File: config.mk
export PLATFORM = sky130hd
export DESIGN_NAME = vga
export DESIGN_NICKNAME = d
export VERILOG_FILES = /design/src/rtl/vga_pkg.sv /design/src/rtl/vga_clk_div.sv /design/src/rtl/vga.sv
export SDC_FILE = /design/constraint.sdc
export NUM_CORES = 1
export LEC_CHECK = 0
export CAP_MARGIN = 10
export CORE_AREA = 4 4 81 45
export CTS_CLUSTER_SIZE = 14
export DETAILED_ROUTE_END_ITERATION = 8
export DIE_AREA = 0 0 85 49
export GPL_TIMING_DRIVEN = 0
export PLACE_DENSITY = 0.74
export SLEW_MARGIN = 15
export SYNTH_ARGS = -nofsm -noshare
export SYNTH_HDL_FRONTEND = slang
export SYNTH_HIERARCHICAL = 1
export SYNTH_SLANG_ARGS = --single-unit
File: constraint.sdc
create_clock -name CLK -period 2.8 [get_ports CLK]
set_clock_uncertainty 0.2 [all_clocks]
set_input_delay 0.56 -clock CLK [delete_from_list [all_inputs] [get_ports CLK]]
set_output_delay 0.56 -clock CLK [all_outputs]
set_load 0.02 [all_outputs]
File: src/rtl/vga_pkg.sv
// Shared 640x480 @ 60 Hz timing constants and coordinate type for the VGA block.
package vga_pkg;

    localparam int unsigned CNT_W = 10;

    localparam int unsigned H_VISIBLE_DEF = 640;
    localparam int unsigned H_FRONT_DEF   = 16;
    localparam int unsigned H_SYNC_DEF    = 96;
    localparam int unsigned H_BACK_DEF    = 48;
    localparam int unsigned H_TOTAL_DEF   = H_VISIBLE_DEF + H_FRONT_DEF + H_SYNC_DEF + H_BACK_DEF;

    localparam int unsigned V_VISIBLE_DEF = 480;
    localparam int unsigned V_FRONT_DEF   = 10;
    localparam int unsigned V_SYNC_DEF    = 2;
    localparam int unsigned V_BACK_DEF    = 33;
    localparam int unsigned V_TOTAL_DEF   = V_VISIBLE_DEF + V_FRONT_DEF + V_SYNC_DEF + V_BACK_DEF;

    typedef logic [CNT_W-1:0] coord_t;

endpackage

File: src/rtl/vga_clk_div.sv
// Pixel-rate enable: tick is high for one system clock out of every CLK_DIV.
module vga_clk_div #(
    parameter int unsigned CLK_DIV = 4
) (
    input  logic CLK,
    input  logic RST_N,
    output logic tick
);

    localparam int unsigned DIV_W = (CLK_DIV > 1) ? $clog2(CLK_DIV) : 1;
    localparam logic [DIV_W-1:0] LAST = DIV_W'(CLK_DIV - 1);

    logic [DIV_W-1:0] div_cnt;

    // Free-running divider 0..CLK_DIV-1; with CLK_DIV=1 it sits at 0 so tick is constant high.
    always_ff @(posedge CLK or negedge RST_N) begin
        if (!RST_N) begin
            div_cnt <= '0;
        end else if (div_cnt == LAST) begin
            div_cnt <= '0;
        end else begin
            div_cnt <= div_cnt + DIV_W'(1);
        end
    end

    assign tick = (div_cnt == LAST);

endmodule

File: src/rtl/vga.sv
// VGA timing generator: pixel/line counters with registered sync and blank decode.
module vga
    import vga_pkg::*;
#(
    parameter int unsigned CLK_DIV   = 4,
    parameter int unsigned H_VISIBLE = H_VISIBLE_DEF,
    parameter int unsigned H_FRONT   = H_FRONT_DEF,
    parameter int unsigned H_SYNC    = H_SYNC_DEF,
    parameter int unsigned H_BACK    = H_BACK_DEF,
    parameter int unsigned V_VISIBLE = V_VISIBLE_DEF,
    parameter int unsigned V_FRONT   = V_FRONT_DEF,
    parameter int unsigned V_SYNC    = V_SYNC_DEF,
    parameter int unsigned V_BACK    = V_BACK_DEF
) (
    input  logic             CLK,
    input  logic             RST_N,
    output logic             HS,
    output logic             VS,
    output logic [CNT_W-1:0] x,
    output logic [CNT_W-1:0] y,
    output logic             blank
);

    localparam int unsigned H_TOTAL = H_VISIBLE + H_FRONT + H_SYNC + H_BACK;
    localparam int unsigned V_TOTAL = V_VISIBLE + V_FRONT + V_SYNC + V_BACK;

    localparam coord_t H_LAST     = coord_t'(H_TOTAL - 1);
    localparam coord_t V_LAST     = coord_t'(V_TOTAL - 1);
    localparam coord_t H_VIS_END  = coord_t'(H_VISIBLE);
    localparam coord_t V_VIS_END  = coord_t'(V_VISIBLE);
    localparam coord_t H_SYNC_BEG = coord_t'(H_VISIBLE + H_FRONT);
    localparam coord_t H_SYNC_END = coord_t'(H_VISIBLE + H_FRONT + H_SYNC);
    localparam coord_t V_SYNC_BEG = coord_t'(V_VISIBLE + V_FRONT);
    localparam coord_t V_SYNC_END = coord_t'(V_VISIBLE + V_FRONT + V_SYNC);

    logic   tick;
    coord_t x_nxt;
    coord_t y_nxt;

    vga_clk_div #(
        .CLK_DIV (CLK_DIV)
    ) u_clk_div (
        .CLK   (CLK),
        .RST_N (RST_N),
        .tick  (tick)
    );

    // Next raster position: advance one pixel per tick, wrapping line then frame.
    always_comb begin
        x_nxt = x;
        y_nxt = y;
        if (tick) begin
            if (x == H_LAST) begin
                x_nxt = '0;
                y_nxt = (y == V_LAST) ? '0 : y + coord_t'(1);
            end else begin
                x_nxt = x + coord_t'(1);
            end
        end
    end

    // Counters plus sync/blank decoded from the next position, so flags line up with x/y.
    always_ff @(posedge CLK or negedge RST_N) begin
        if (!RST_N) begin
            x     <= '0;
            y     <= '0;
            HS    <= 1'b1;
            VS    <= 1'b1;
            blank <= 1'b0;
        end else begin
            x     <= x_nxt;
            y     <= y_nxt;
            blank <= (x_nxt >= H_VIS_END) || (y_nxt >= V_VIS_END);
            HS    <= !((x_nxt >= H_SYNC_BEG) && (x_nxt < H_SYNC_END));
            VS    <= !((y_nxt >= V_SYNC_BEG) && (y_nxt < V_SYNC_END));
        end
    end

endmodule

# == Yosys cells after proc, flatten, opt, wreduce, memory -nomap -nowiden ==
# Index checks and enable logic that the tools add are counted.
# word_totals
reg_bits,25
in_bits,2
elab_cells,29
# classes
addsub,3
magnitude_cmp,6
n_eq_ne,3
mux,6
reduce_logical,5
# ops
op,n
2-to-1 mux 10 bit,5
"adder 10 x 1 -> 10 bit, second input constant",2
"== test 10 bit, second input constant",2
">= comparator 10 bit, second input constant",2
">= comparator 10 x 9 -> 1 bit, second input constant",2
"< comparator 10 bit, second input constant",1
"< comparator 10 x 9 -> 1 bit, second input constant",1
"adder 2 x 1 -> 2 bit, second input constant",1
"== test 2 bit, second input constant",1
logical AND 1 bit,2
zero test 1 bit,2
2-to-1 mux 2 bit,1
logical OR 1 bit,1

# == Longest topological paths before layout ==
# depth
word_depth,7
mapped_depth,8
mapped_depth_nobuf,7

# == Cells and area by module ==
# The synthesis kept the hierarchy.
# modules_own_cells
mod,instances,cells_each,area_per_inst_um2
vga,1,132,1347.5
vga_clk_div,1,4,66.3

# == Least setup slack after synthesis ==
# Ideal clock, no wire load.
# synth_timing
path_kind,register to register
from,register x[0]
to,register VS
setup_ns,0.097
t_arrival_ns,1.947
slack_ns,0.556
path_stages_with_launch,8
synth_period_minus_slack_ns,2.244
cell_sequence,dfrtp_1 -> ha_1 -> nand3_4 -> or3_4 -> buf_6 -> o31ai_1 -> nor4bb_1 -> nand4_1
# synth_via
elab_chain_len,6
word_cells_on_any_way,7
# synth_rtl
item,line,source
"start, declared",vga.sv:19,"output logic [CNT_W-1:0] x,"
"start signal, assigned",vga.sv:71,x <= x_nxt;
== test 10 bit *,vga.sv:53,if (x == H_LAST) begin
2-to-1 mux 10 bit *,vga.sv:53,
2-to-1 mux 10 bit *,vga.sv:52,if (tick) begin
>= comparator 10 x 9 -> 1 bit or < comparator 10 x 9 -> 1 bit (tied branches),vga.sv:75,VS <= !((y_nxt >= V_SYNC_BEG) && (y_nxt < V_SYNC_END));
logical AND 1 bit *,vga.sv:75,
zero test 1 bit *,vga.sv:75,
"end signal, assigned",vga.sv:75,
"end, declared",vga.sv:18,"output logic VS,"
# Every way passes the cells marked *; elsewhere a longest branch is shown, timed or not.

# == Final worst setup path ==
# Ends and elaborated chain as after synthesis.

==> metrics.md <==
| Metric | Value |
|---|---|
| Yosys cell types | `47` |
| Core region area | `2930 um2` |
| Predominant post-synthesis flop cell | `dfrtp_1` |
| Mapped Cells | `136` |
| Via count | `1154` |
| Largest area contributor in the netlist | `dfrtp_1` |
| Setup TNS | `0 ps` |
| Floorplan row count | `14` |
| Count leader, synth | `dfrtp_1` |
| Slew Viols, Final | `0` |
| Critical path, cell by cell | `ha_1 -> nand3_4 -> or3_4 -> buf_6 -> o31ai_1 -> nor4bb_1 -> nand4_1` |
| Min Hold Slack | `77.8 ps` |
| RSZ-0062 raised after global routing | `false` |
| DIE WIDTH | `approximately 85 um` |
| Final worst-path cycle share | `between 80% and 90%` |
| GRT Total Usage | `15.3%` |
| Cell Pwr Density | `333 nW/um2` |
| Initial antenna violation count | `0` |
| Die height | `49 um` |
| Main area contributors after synthesis | `dfrtp_1 41%, xnor2_1 5.0%, dfstp_2 3.7%` |
| Max incr delay on CP | `450 ps` |
| Largest net degree at the start of global routing | `26` |
| Clock Latency Late Sink | `270 ps` |
| Synth Register Bits | `25` |
| Maximum vdd ir drop | `0.000195 V` |
| Post-synth top area share | `40.7%` |
| Tot Pwr | `581 uW` |
| Final min period | `2360 ps` |
| Max-cap violations | `0` |
| Vias in the first global route | `1100` |
| DRC viols | `0` |
| Netlist Area Pre-Place | `1410 um2` |
| Worst EP required | `2780 ps` |
| Rel. slew slack | `61.9%` |
| Area Overhead vs Synth | `23.4%` |
| Syn Nets | `142` |
| CTS buffer count | `3` |
| H-tree Lvls | `1` |
| Initial Utilization | `48.3%` |
| Worst Path Arrival | `between 2000 and 2500 ps` |
| Nets | `171` |
| Lkg Pwr | `0.690 nW` |
| Register area share after synthesis | `~44%` |
| Share of layout cells above drive strength 1 | `11.0%` |
| EDFF count, synth | `0` |
| Fill cell count | `246` |
| Antenna cells | `0` |
| Post-Syn Area per Cell | `10.4 um2` |
| IO Pins | `25` |
| Via density | `~5.7` |
| CTS Hold Bufs | `0` |
| TritonCTS clock tree | `done` |
| Crit start category | `register` |
| Final Hold Fails | `0` |
| CP max-delay cell | `or3_4` |
| Clock root buffer | `clkbuf_8` |
| Synth cell count leaders | `23 x dfrtp_1, 11 x nand2_1, 9 x nor2_1` |
| Final Non-Filler Cells | `about 200` |
| RD Place Congestion | `0.843` |
| CP max FO | `10` |
| Post-CTS setup buffers | `0` |
| Routed WL per cell | `14.7 um` |
| I/O Buffers | `24` |
| Die ar. | `4170 um2` |
| Fraction of registers with async set/reset | `100%` |
| YS warnings | `6` |
| Post-CTS Resized | `0` |
| Run status | `completed` |
| Fmax | `424 MHz` |
| CP endpoint kind | `register` |
| Drt pass-1 iters | `6` |
| Setup Crit Path Kind | `register to register` |
| Worst hold path class | `input pin to async pin` |
| Final design utilization | `between 50 and 60%` |
| Drt total wl | `3000 um` |
| # placed instances | `200` |
| Clk slew on worst S/H paths | `80 ps` |
| Worst-margin pin slew | `572 ps` |
| Clk sinks | `25` |
| ANT nets after route | `0` |
| Grt ovf | `0` |
| CTS max path bufs | `2` |
| Initial drt markers | `76` |
| Final setup fails | `0` |
| First-pass GRT wire length | `5180 um` |
| Dpl hpwl | `~2200 um` |
## per-stage QoR
step                area [um2]  setup slack (ps)
CTS                       1750               449
global placement          1700               444
finish                    1740               442
floorplan                 1410               556
detailed placement        1700               459
global route              1740               314
## cell families after synthesis
family	count (synthesis)	share of synthesized area, %
muxes	3	2.21
DFF	25	44.4
buffers and inverters	10	3.63
and+or+nand+nor	60	28.2
adders and majority gates	4	3.54
AOI/OAI and AO/OA	25	12.4
xor gates and xnor gates	9	5.58
## area by class of cell
class                   count  area, um2  area share, %
plain buffers               4       28.8           1.65
clock buffers               4       45.0           2.58
inverters                   6       22.5           1.29
multi-input cells         101        734           42.1
flip-flops and latches     25        628           36.0
well taps                  40       50.0           2.87
repair buffers             24        235           13.5
## sequential cells by signal (all words and copies together), names as in the netlist
| register | count |
|---|---|
| u_clk_div/div_cnt | 2 |
| y | 10 |
| VS | 1 |
| blank | 1 |
| HS | 1 |
| x | 10 |
## layer usage
| layer | share of wire [%] | up-vias | GRT usage, % |
|---|---|---|---|
| li1 | - | 556 | - |
| met1 | 48 | 573 | 20.8 |
| met2 | 48 | 25 | 24.4 |
| met3 | 4.5 | 0 | 4.38 |
| met4 | 0 | 0 | 3.16 |
| met5 | 0 | - | 0 |
## worst max-delay path, delay by kind of cell, from the launching register on
kind	cells	cell delay [ps]
adder cells (fa/ha/maj)	1	250
AO/OA/AOI/OAI	1	220
AND/OR/NAND/NOR	4	1010
flip-flops	1	420
buffers and inverters	1	170
## placed cells by master (no fill, tap or decap), types with 3 or more instances in the layout
master | netlist | final
xnor2_1 | 8 | 8
or2_1 | 3 | 3
nor2_1 | 9 | 9
clkdlybuf4s50_1 | 0 | 23
a21oi_1 | 4 | 4
or3_1 | 3 | 3
inv_1 | 6 | 6
nor3_1 | 4 | 4
nand3_1 | 6 | 6
o21ai_0 | 6 | 6
dfrtp_1 | 23 | 23
nand4_1 | 5 | 5
clkbuf_8 | 0 | 3
nand2_1 | 11 | 11
ha_1 | 4 | 4
buf_2 | 2 | 3
## power breakdown
group	switching (mW)	total (mW)	internal (mW)
Combinational	0.00691	0.00741	0.000499
Clock	0.111	0.213	0.102
Sequential	0	0.361	0.361
## final timing paths
check / startpoint / end / slack, ps / cells past startpoint
setup reg to reg: x[0] / VS / 440 / 7
hold / removal: RST_N / x[2] / 80 / 1
setup / recovery: x[0] / VS / 440 / 7
min in group CLK: u_clk_div/div_cnt[0] / u_clk_div/div_cnt[0] / 230 / 1
hold reg to reg: u_clk_div/div_cnt[0] / u_clk_div/div_cnt[0] / 230 / 1
max in group asynchronous: RST_N / VS / 1950 / 1
(Power assumes the default switching activity.)
